$ cat src/rtl/fpadd_pkg.sv
// Shared floating-point adder definitions: field widths, the 28-bit extended word and the stage FSM states.
// Build option: UNPACK_STICKY_EN folds shifted-out bits into bit [0] of the aligned word.
package fpadd_pkg;

  localparam int EXP_W   = 8;
  localparam int FRAC_W  = 23;
  localparam int WORD_W  = 28;
  localparam int GUARD_W = 2;
  localparam logic [EXP_W-1:0] EXP_SPECIAL = 8'hFF;

`ifdef UNPACK_STICKY_EN
  localparam bit STICKY_EN = 1'b1;
`else
  localparam bit STICKY_EN = 1'b0;
`endif

  // [27] sign, [26] reserved carry, [25] hidden, [24:2] fraction, [1:0] guard
  typedef logic [WORD_W-1:0] ext_word_t;

  typedef enum logic [1:0] {
    ST_IDLE   = 2'd0,
    ST_UNPACK = 2'd1,
    ST_ALIGN  = 2'd2,
    ST_DONE   = 2'd3
  } state_e;

  // Zero exponent flushes the magnitude to zero but keeps the sign.
  function automatic ext_word_t unpack_word(input logic [31:0] op);
    ext_word_t w;
    if (op[30:23] != '0) w = {op[31], 1'b0, 1'b1, op[FRAC_W-1:0], {GUARD_W{1'b0}}};
    else                 w = {op[31], {(WORD_W-1){1'b0}}};
    return w;
  endfunction

endpackage

$ cat src/rtl/operand_unpack_align_if.sv
// Operand/result bus of the adder front end. Both sides use valid/ready: a beat transfers
// on a rising edge where valid and ready are both high; the sender holds its payload stable until then.
interface operand_unpack_align_if;
  import fpadd_pkg::*;

  logic                 in_valid;
  logic                 in_ready;
  logic [31:0]          op_a;
  logic [31:0]          op_b;
  logic                 out_valid;
  logic                 out_ready;
  ext_word_t            fra_a;
  ext_word_t            fra_b;
  logic [EXP_W-1:0]     exp_common;
  logic                 special;

  modport master (
    output in_valid, op_a, op_b, out_ready,
    input  in_ready, out_valid, fra_a, fra_b, exp_common, special
  );

  modport slave (
    input  in_valid, op_a, op_b, out_ready,
    output in_ready, out_valid, fra_a, fra_b, exp_common, special
  );
endinterface

$ cat src/rtl/operand_unpack_align_shifter.sv
// Combinational right shift of a 26-bit magnitude by 0..MAX_SHIFT, reporting whether any set bit fell off.
module align_shifter #(
  parameter  int MAX_SHIFT = 1,
  localparam int AMT_W     = $clog2(MAX_SHIFT + 1)
) (
  input  logic [25:0]      mag_i,
  input  logic [AMT_W-1:0] amt_i,
  output logic [25:0]      mag_o,
  output logic             sticky_o
);

  logic [25:0] lost_mask;

  always_comb begin
    lost_mask = (26'(1) << amt_i) - 26'(1);
    mag_o     = mag_i >> amt_i;
    sticky_o  = |(mag_i & lost_mask);
  end

endmodule

$ cat src/rtl/operand_unpack_align.sv
// Adder front end: unpack two single-precision operands and align the smaller-exponent one to the larger.
// Build option: UNPACK_STICKY_EN keeps a sticky bit in [0] of the shifted word instead of truncating.
module operand_unpack_align
  import fpadd_pkg::*;
#(
  parameter int SHIFT_STEP = 1
) (
  input  logic                 clk,
  input  logic                 res,
  operand_unpack_align_if.slave bus,
  output state_e               dbg_state_o
);

  localparam int AMT_W = $clog2(SHIFT_STEP + 1);
  localparam int REM_W = 5;

  state_e           state_q, state_d;
  logic [31:0]      op_a_q, op_a_d, op_b_q, op_b_d;
  ext_word_t        fra_a_q, fra_a_d, fra_b_q, fra_b_d;
  logic [EXP_W-1:0] exp_q, exp_d;
  logic             special_q, special_d;
  logic             small_b_q, small_b_d;
  logic [REM_W-1:0] rem_q, rem_d;

  logic [EXP_W-1:0] ea, eb, d_exp;
  ext_word_t        word_a, word_b, small_w, shifted_w;
  logic [AMT_W-1:0] amt;
  logic [25:0]      sh_mag;
  logic             sh_sticky, spec_in;

  assign ea      = op_a_q[30:23];
  assign eb      = op_b_q[30:23];
  assign d_exp   = (ea > eb) ? ea - eb : eb - ea;
  assign word_a  = unpack_word(op_a_q);
  assign word_b  = unpack_word(op_b_q);
  assign spec_in = (ea == EXP_SPECIAL) || (eb == EXP_SPECIAL);
  assign small_w = small_b_q ? fra_b_q : fra_a_q;
  assign amt     = (rem_q < REM_W'(SHIFT_STEP)) ? AMT_W'(rem_q) : AMT_W'(SHIFT_STEP);

  align_shifter #(.MAX_SHIFT(SHIFT_STEP)) u_shifter (
    .mag_i    (small_w[25:0]),
    .amt_i    (amt),
    .mag_o    (sh_mag),
    .sticky_o (sh_sticky)
  );

  // Sign and the reserved carry bit pass through; sticky folds into the LSB.
  assign shifted_w = {small_w[27:26], sh_mag[25:1], sh_mag[0] | (STICKY_EN & sh_sticky)};

  always_comb begin
    state_d   = state_q;
    op_a_d    = op_a_q;
    op_b_d    = op_b_q;
    fra_a_d   = fra_a_q;
    fra_b_d   = fra_b_q;
    exp_d     = exp_q;
    special_d = special_q;
    small_b_d = small_b_q;
    rem_d     = rem_q;
    case (state_q)
      ST_IDLE: begin
        if (bus.in_valid) begin
          op_a_d  = bus.op_a;
          op_b_d  = bus.op_b;
          state_d = ST_UNPACK;
        end
      end
      ST_UNPACK: begin
        fra_a_d   = word_a;
        fra_b_d   = word_b;
        exp_d     = (ea >= eb) ? ea : eb;
        special_d = spec_in;
        small_b_d = (ea > eb);
        rem_d     = '0;
        state_d   = ST_DONE;
        if (!spec_in && d_exp != '0) begin
          // Shifting 26+ places empties the magnitude; only the sticky summary can survive.
          if (d_exp >= 8'd26) begin
            if (ea > eb) fra_b_d = {word_b[27:26], 25'b0, STICKY_EN & (|word_b[25:0])};
            else         fra_a_d = {word_a[27:26], 25'b0, STICKY_EN & (|word_a[25:0])};
          end else begin
            rem_d   = d_exp[REM_W-1:0];
            state_d = ST_ALIGN;
          end
        end
      end
      ST_ALIGN: begin
        if (small_b_q) fra_b_d = shifted_w;
        else           fra_a_d = shifted_w;
        rem_d = rem_q - REM_W'(amt);
        if (rem_q == REM_W'(amt)) state_d = ST_DONE;
      end
      ST_DONE: begin
        if (bus.out_ready) state_d = ST_IDLE;
      end
      default: state_d = ST_IDLE;
    endcase
  end

  always_ff @(posedge clk or negedge res) begin
    if (!res) begin
      state_q   <= ST_IDLE;
      op_a_q    <= '0;
      op_b_q    <= '0;
      fra_a_q   <= '0;
      fra_b_q   <= '0;
      exp_q     <= '0;
      special_q <= 1'b0;
      small_b_q <= 1'b0;
      rem_q     <= '0;
    end else begin
      state_q   <= state_d;
      op_a_q    <= op_a_d;
      op_b_q    <= op_b_d;
      fra_a_q   <= fra_a_d;
      fra_b_q   <= fra_b_d;
      exp_q     <= exp_d;
      special_q <= special_d;
      small_b_q <= small_b_d;
      rem_q     <= rem_d;
    end
  end

  assign bus.in_ready   = (state_q == ST_IDLE);
  assign bus.out_valid  = (state_q == ST_DONE);
  assign bus.fra_a      = fra_a_q;
  assign bus.fra_b      = fra_b_q;
  assign bus.exp_common = exp_q;
  assign bus.special    = special_q;
  assign dbg_state_o    = state_q;

endmodule

$ cat src/flat_wrapper.sv
// flat-port wrapper written by rule: the top's interface ports become plain ports
module operand_unpack_align_flat import fpadd_pkg::*;
#(
  parameter int SHIFT_STEP = 1
)
  (clk, res, dbg_state_o, bus_in_valid, bus_op_a, bus_op_b, bus_out_ready, bus_in_ready, bus_out_valid, bus_fra_a, bus_fra_b, bus_exp_common, bus_special);
  operand_unpack_align_if bus_i ();
  input  logic clk;
  input  logic res;
  output state_e dbg_state_o;
  input wire logic [$bits(bus_i.in_valid)-1:0] bus_in_valid;
  input wire logic [$bits(bus_i.op_a)-1:0] bus_op_a;
  input wire logic [$bits(bus_i.op_b)-1:0] bus_op_b;
  input wire logic [$bits(bus_i.out_ready)-1:0] bus_out_ready;
  output wire logic [$bits(bus_i.in_ready)-1:0] bus_in_ready;
  output wire logic [$bits(bus_i.out_valid)-1:0] bus_out_valid;
  output wire logic [$bits(bus_i.fra_a)-1:0] bus_fra_a;
  output wire logic [$bits(bus_i.fra_b)-1:0] bus_fra_b;
  output wire logic [$bits(bus_i.exp_common)-1:0] bus_exp_common;
  output wire logic [$bits(bus_i.special)-1:0] bus_special;
  assign bus_i.in_valid = bus_in_valid;
  assign bus_i.op_a = bus_op_a;
  assign bus_i.op_b = bus_op_b;
  assign bus_i.out_ready = bus_out_ready;
  assign bus_in_ready = bus_i.in_ready;
  assign bus_out_valid = bus_i.out_valid;
  assign bus_fra_a = bus_i.fra_a;
  assign bus_fra_b = bus_i.fra_b;
  assign bus_exp_common = bus_i.exp_common;
  assign bus_special = bus_i.special;
  operand_unpack_align #(.SHIFT_STEP(SHIFT_STEP)) u_core (.clk(clk), .res(res), .bus(bus_i), .dbg_state_o(dbg_state_o));
endmodule
$ cat config.mk
export PLATFORM = sky130hd
export DESIGN_NAME = operand_unpack_align_flat
export DESIGN_NICKNAME = d
export VERILOG_FILES = /design/src/rtl/fpadd_pkg.sv /design/src/rtl/operand_unpack_align_if.sv /design/src/rtl/operand_unpack_align_shifter.sv /design/src/rtl/operand_unpack_align.sv /design/src/flat_wrapper.sv
export SDC_FILE = /design/constraint.sdc
export NUM_CORES = 1
export LEC_CHECK = 0
export CAP_MARGIN = 10
export CORE_AREA = 2 2 132 108
export DETAILED_ROUTE_END_ITERATION = 12
export DIE_AREA = 0 0 134 110
export PLACE_DENSITY = 0.81
export SLEW_MARGIN = 20
export SYNTH_ARGS = -nofsm -noshare
export SYNTH_HDL_FRONTEND = slang
export SYNTH_SLANG_ARGS = --single-unit
$ cat constraint.sdc
create_clock -name clk -period 3.55 [get_ports clk]
set_input_delay 1.065 -clock clk [delete_from_list [all_inputs] [get_ports clk]]
set_output_delay 1.065 -clock clk [all_outputs]
set_load 0.02 [all_outputs]
==> results_dict.tcl, run 1 <==
set metrics [dict create \
    p_leak_uw 0.00433 \
    register_area_um2 3430 \
    drv_cap 0 \
    fin_nets 835 \
    finClkSkew_ns 0.00774 \
    slowest_delay_ns 0.48 \
    clock-sinks 137 \
    coreArea_um2 13400 \
    start_util_pct 51.2 \
    critPathMaxFanout 6 \
    slew_headroom_pct 44.8 \
    htreeDepth 4 \
    wl_per_cell_um 19.8 \
    dr_wl_met2_mm 8.27 \
    layout-drive-gt1-share_pct 20.5 \
    instances_no_fill 935 \
    syn_area_um2 6850 \
    r2r_cells 12 \
    yosys-top-cells-area "dfrtp_1 (50%), mux2_2 (11%), a21o_1 (5.5%)" \
    top_level_ports 137 \
    critPathLaunchType "flop" \
    die_w_um 134 \
    grt_antenna_before_repair 0 \
    period_share_pct 95.8 \
    multi_input_area_um2 3210 \
    synth_area_per_cell_um2 11.6 \
    place_inst 902 \
    syn_nets 682 \
    switching_share_pct 41.9 \
    clk_latency_ns 0.42 \
    grt_max_degree 80 \
    synth_seq_area_share_pct 50.1 \
    async_reset_ff_share_pct 100 \
    crit_end "u_core.rem_q[4]" \
    finalHoldViolations 0 \
    outcome "finished clean" \
    vdd_drop_max_mv 0.628 \
    grt_first_pass_wirelength_mm 29.4 \
    syn_inst 591 \
    hpwl_mm 13.1 \
    final_cell_mix "dfrtp_1 (137), clkdlybuf4s50_1 (135), mux2_2 (67)" \
    yosysWarnings 0 \
    fin_crit_ns 3.40 \
    ys_ff_latch 137 \
    cts_hold_buf 0 \
    final_common_cell "dfrtp_1" \
    timing.rr.start "u_core.op_b_q[23]" \
    p_int_uw 6300 \
    crit_type "reg -> reg" \
    slowest_stage "fa_1" \
    highest_layer "met4" \
    critPathCaptureType "flop" \
    synth_edf_count 0 \
    grt_usage_pct 26.2 \
    hold_start "u_core.op_b_q[31]" \
    worstPathRequired_ns 3.88 \
    route.detailed.drc 0 \
    place_congestion 0.962 \
    root_buffer "clkbuf_16" \
    p_clk_share_pct 16.4 \
    overflow 0 \
    yosysTopAreaCellShare_pct 50.1 \
    clockBufferDepth 2 \
    synthFlopType "dfrtp_1" \
    fmax_mhz 294 \
    area_growth_pct 34.2 \
    path_clk_slew_ns 0.06 \
    drt_wl_total_mm 18.6 \
    rr_endpoint "u_core.rem_q[4]" \
    nFillCells 962 \
    layout_setup_ws_ns 0.149 \
    wl_met3_mm 1.53 \
    ff2ff_setup_slack_ns 0.15 \
    arrival_ns 3.73 \
    io_buffers 136 \
    vias_per_cell 5.82 \
    setup_violations 0 \
    first_global_vias 5600 \
    worstMarginPinSlew_ns 0.827 \
    seq_power_share_pct 25.9 \
    min_path_type "reg -> reg" \
    drt-pass1-iter-count 5 \
    detail_route.wirelength.met1_mm 8.35 \
    core.rowCount 38 \
    dieArea_um2 14700 \
    cts_buffers 17 \
    power.switching_uw 4540 \
    synth_top_cell_by_area "dfrtp_1" \
    cts_tree "yes" \
    combPwrFrac_pct 57.7 \
    p_per_area_nw_per_um2 1180 \
    crit_start "u_core.op_b_q[23]" \
    fp.dieH_um 110 \
    drv_slew 0 \
    antennaDiodeCount 0 \
    ant_nets 0 \
    place_ws_ns -0.0344 \
    drtIter0Drc 343 \
    path_cells "ha_1 -> inv_1 -> fa_1 -> a211oi_4 -> nor3_1 -> o21ai_4 -> buf_4 -> nand3b_1 -> a32oi_1 -> nand3_1 -> or3b_4 -> o311ai_2" \
    via_count 5445 \
    ys_types 63 \
    final_util_pct 68.7 \
]
-- metal layers --
layer	vias up	track usage, %
li1	2473	-
met1	2712	36.3
met5	-	0
met2	227	39.4
met4	0	9.19
met3	33	8.14
-- power groups by stage --
stage / registers, uW / clock network, uW / logic [uW]
after floorplan: 3000 / 0 / 3800
after global placement: 2770 / 0 / 5800
after detailed placement: 2810 / 0 / 5960
after CTS: 2800 / 1810 / 6020
after global routing: 2890 / 1880 / 6760
final: 2810 / 1780 / 6260
-- timing repair --
action	in CTS	in global routing
resized for setup	1	6
pin swaps	0	2
buffers inserted	0	3
endpoints found under the setup margin	15	21
-- cell type report --
cell class	count	area share, %
timing repair buffer	167	17.6
multi-input combinational	394	35.0
clock inverter	6	0.940
tap	180	2.45
sequential	137	37.3
inverter	27	1.10
clock buffer	24	5.57
-- critical path, delay by kind of cell (launching register included) --
family | cells | cell delay [ns]
flip-flops | 1 | 0.42
adder cells (fa/ha/maj) | 2 | 0.68
buffers and inverters | 2 | 0.23
AO/OA/AOI/OAI | 4 | 1.07
AND/OR/NAND/NOR | 4 | 0.91
-- synth_stat cells (4+ instances only) --
| cell | instances |
|---|---|
| dfrtp_1 | 137 |
| mux2_2 | 67 |
| a21o_1 | 50 |
| a22o_1 | 42 |
| nor2_1 | 34 |
| nand2_1 | 30 |
| inv_1 | 27 |
| clkbuf_1 | 24 |
| a21oi_1 | 22 |
| ha_1 | 21 |
| o21ai_0 | 15 |
| nand4_1 | 12 |
| a31oi_1 | 7 |
| nand3_1 | 6 |
| buf_2 | 5 |
| mux2i_1 | 5 |
| a221o_1 | 4 |
| mux4_2 | 4 |
| nand2b_1 | 4 |
| nand3b_1 | 4 |
| nor2b_1 | 4 |
| o211ai_1 | 4 |
-- worst min path at each step --
| stage | to | cells after the start | slack [ns] |
|---|---|---|---|
| after global placement | u_core.bus.fra_b[4] | 1 | 0.45 |
| after global routing | u_core.bus.fra_a[12] | 1 | 0.48 |
| after CTS | u_core.bus.fra_b[8] | 1 | 0.47 |
| after detailed placement | u_core.bus.fra_b[27] | 2 | 0.45 |
| final | u_core.bus.fra_b[27] | 2 | 0.46 |
| after floorplan | u_core.bus.fra_a[27] | 2 | 0.43 |
-- state kept, by name (all words and copies together), names as in the netlist --
register and count:
u_core.op_a_q 32, u_core.op_b_q 32, u_core.bus.fra_a 28, u_core.bus.fra_b 28
u_core.bus.exp_common 8, u_core.rem_q 5, u_core.dbg_state_o 2, u_core.bus.special 1
u_core.small_b_q 1
-- metrics by stage --
step                setup TNS, ns  total power [uW]  hold WS (ns)  cell area, um2
finish                          0             10800         0.464            9190
floorplan                       0              6810         0.433            6850
global placement                0              8570         0.448            8530
CTS                             0             10600         0.469            9130
global route              -0.0583             11500         0.483            9190
detailed placement         -0.388              8770         0.452            8530
-- logic make-up after synthesis --
group	Yosys count	synth area share, %
XOR/XNOR	4	0.512
AND/OR/NAND/NOR	118	8.79
adder cells (fa/ha/maj)	23	4.42
multiplexers	76	13.1
AO/OA/AOI/OAI	173	19.5
flip-flops	137	50.1
buffers and inverters	60	3.60
Note: power is estimated with default switching activity, not from simulation.
==> inputs of run 2 (changes only) <==
--- a/config.mk
+++ b/config.mk
@@ -9,7 +9,8 @@
 export CORE_AREA = 2 2 132 108
 export DETAILED_ROUTE_END_ITERATION = 12
 export DIE_AREA = 0 0 134 110
-export PLACE_DENSITY = 0.81
+export GPL_TIMING_DRIVEN = 0
+export PLACE_DENSITY = 0.87
 export SLEW_MARGIN = 20
 export SYNTH_ARGS = -nofsm -noshare
 export SYNTH_HDL_FRONTEND = slang
==> constraint.sdc (replaced) <==
create_clock -name clk -period 3.42 [get_ports clk]
set_input_delay 1.026 -clock clk [delete_from_list [all_inputs] [get_ports clk]]
set_output_delay 1.026 -clock clk [all_outputs]
set_load 0.02 [all_outputs]
==> run 2 against run 1 <==
Fmax increased by 0.14%. Register-to-register slack got worse by 0.13 ns. Clock-buffer cell count decreased by 1. Largest power group unchanged.
==> results_dict.tcl, run 2 (synthesis gave the netlist of run 1 again) <==
set metrics [dict create \
    outcome "finished clean" \
    slowest_stage "dfrtp_2" \
    die_w_um 134 \
    p_clk_share_pct 14.9 \
    route.detailed.drc 0 \
    p_per_area_nw_per_um2 1240 \
    fin_crit_ns 3.40 \
    critPathCaptureType "flop" \
    fp.dieH_um 110 \
    layout-drive-gt1-share_pct 20.5 \
    start_util_pct 51.2 \
    place_area_um2 8460 \
    setup_violations 0 \
    fin_nets 850 \
    cp_top_family "compound AO/OA/AOI/OAI gates" \
    instances_no_fill 951 \
    drt-pass1-iter-count 6 \
    hold_start "u_core.op_b_q[31]" \
    finalHoldViolations 0 \
    critPathMaxFanout 6 \
    arrival_ns 3.72 \
    fmax_mhz 294 \
    clockBufferDepth 2 \
    io_buffers 136 \
    p_leak_uw 0.00431 \
    hpwl_mm 13.2 \
    area_growth_pct 34.7 \
    grt_antenna_before_repair 0 \
    switching_share_pct 43.3 \
    cts_buffers 17 \
    first_global_vias 5695 \
    vias_per_cell 5.86 \
    final_cell_mix "clkdlybuf4s50_1 (135), dfrtp_1 (134), mux2_2 (67)" \
    ant_nets 0 \
    crit_type "reg -> reg" \
    grt_setup_unrepaired "yes" \
    grt_max_degree 91 \
    dieArea_um2 14700 \
    nFillCells 913 \
    slew_headroom_pct 51.7 \
    crit_start "u_core.op_a_q[23]" \
    top_level_ports 137 \
    timing.rr.start "u_core.op_a_q[23]" \
    coreArea_um2 13400 \
    place_congestion 0.954 \
    slowest_delay_ns 0.46 \
    cp_common_cell "inv_2" \
    min_path_type "reg -> reg" \
    final_common_cell "clkdlybuf4s50_1" \
    cts_tree "yes" \
    top_regs "u_core.op_a_q: 32 flops, u_core.op_b_q: 32 flops" \
    grt_first_pass_wirelength_mm 29.7 \
    core.rowCount 38 \
    antennaDiodeCount 0 \
    worstPathRequired_ns 3.74 \
    clock-sinks 137 \
    seq_power_share_pct 25.9 \
    critPathLaunchType "flop" \
    place_inst 908 \
    p_int_uw 6470 \
    fin_area_um2 9220 \
    clk_latency_ns 0.42 \
    htreeDepth 4 \
    drt_wl_total_mm 18.8 \
    finalPower_uw 11400 \
    cp_num_buf_inv 3 \
    period_share_pct 99.3 \
    path_cells "inv_2 -> ha_4 -> inv_2 -> fa_2 -> a211oi_4 -> o211ai_1 -> a32oi_1 -> and3b_2 -> a32oi_2 -> nand3_2 -> or3b_4 -> buf_8 -> o311ai_4" \
    combPwrFrac_pct 59.2 \
    finClkSkew_ns 0.00935 \
    wl_per_cell_um 19.8 \
    power.switching_uw 4950 \
    path_clk_slew_ns 0.06 \
    final_util_pct 69.0 \
    drtIter0Drc 281 \
    drv_cap 0 \
    via_count 5570 \
    overflow 0 \
    grt_usage_pct 26.3 \
    root_buffer "clkbuf_16" \
    cts_hold_buf 0 \
    drv_slew 0 \
    vdd_drop_max_mv 0.712 \
    worstMarginPinSlew_ns 0.725 \
]
-- run 2: worst register-to-register path, stage by stage, from the launching register on --
cell	delay (ns)
dfrtp_2	0.46
inv_2	0.09
ha_4	0.13
inv_2	0.04
fa_2	0.43
a211oi_4	0.32
o211ai_1	0.19
a32oi_1	0.25
and3b_2	0.26
a32oi_2	0.21
nand3_2	0.16
or3b_4	0.42
buf_8	0.15
o311ai_4	0.20
-- run 2: power groups by stage --
| stage | logic, uW | registers (uW) | clock network, uW |
|---|---|---|---|
| finish | 6760 | 2960 | 1700 |
| global route | 7280 | 3030 | 1790 |
| CTS | 6350 | 2930 | 1720 |
| detailed placement | 6020 | 2950 | 0 |
| global placement | 5810 | 2900 | 0 |
| floorplan | 3950 | 3120 | 0 |
-- run 2: layer usage --
metal | vias up | part of all wire [%] | global-route usage, % | wire length, um
met5 | - | 0 | 0 | 0
met1 | 2774 | 43 | 35.0 | 8090
li1 | 2512 | - | - | -
met2 | 240 | 46 | 41.5 | 8680
met4 | 0 | 2.3 | 9.12 | 434
met3 | 44 | 8.4 | 7.73 | 1590
-- run 2: timing repair --
item                                    in CTS  in global routing
setup buffers                                5                  7
pin swaps                                    5                 17
endpoints found under the setup margin      52                 48
resized for setup                           17                 19
-- run 2: cell type report --
class,instances,area (um2),area share (%)
inverters,27,101,1.10
repair buffers,149,1480,16.1
flip-flops and latches,137,3430,37.2
well taps,180,225,2.44
clock buffers,23,468,5.08
plain buffers,33,161,1.75
multi-input cells,394,3280,35.5
clock inverters,8,72.6,0.787
-- run 2: final timing paths --
| path | cells after the start | end | slack, ns |
|---|---|---|---|
| setup / recovery | 13 | u_core.rem_q[4] | 0.02 |
| hold / removal | 2 | u_core.bus.fra_b[27] | 0.47 |
| setup reg to reg | 13 | u_core.rem_q[4] | 0.02 |
| hold reg to reg | 2 | u_core.bus.fra_b[27] | 0.47 |
| max in group asynchronous | 2 | u_core.op_a_q[10] | 2.17 |
| min in group asynchronous | 1 | u_core.rem_q[1] | 0.49 |
-- run 2: through the flow --
stage	hold slack (ns)	TNS (ns)	setup WS [ns]
after global routing	0.492	-0.361	-0.0571
after floorplan	0.433	0	0.237
after CTS	0.474	0	0.00842
after detailed placement	0.458	-16.04	-0.499
final	0.468	0	0.0232
after global placement	0.448	-527.37	-3.75
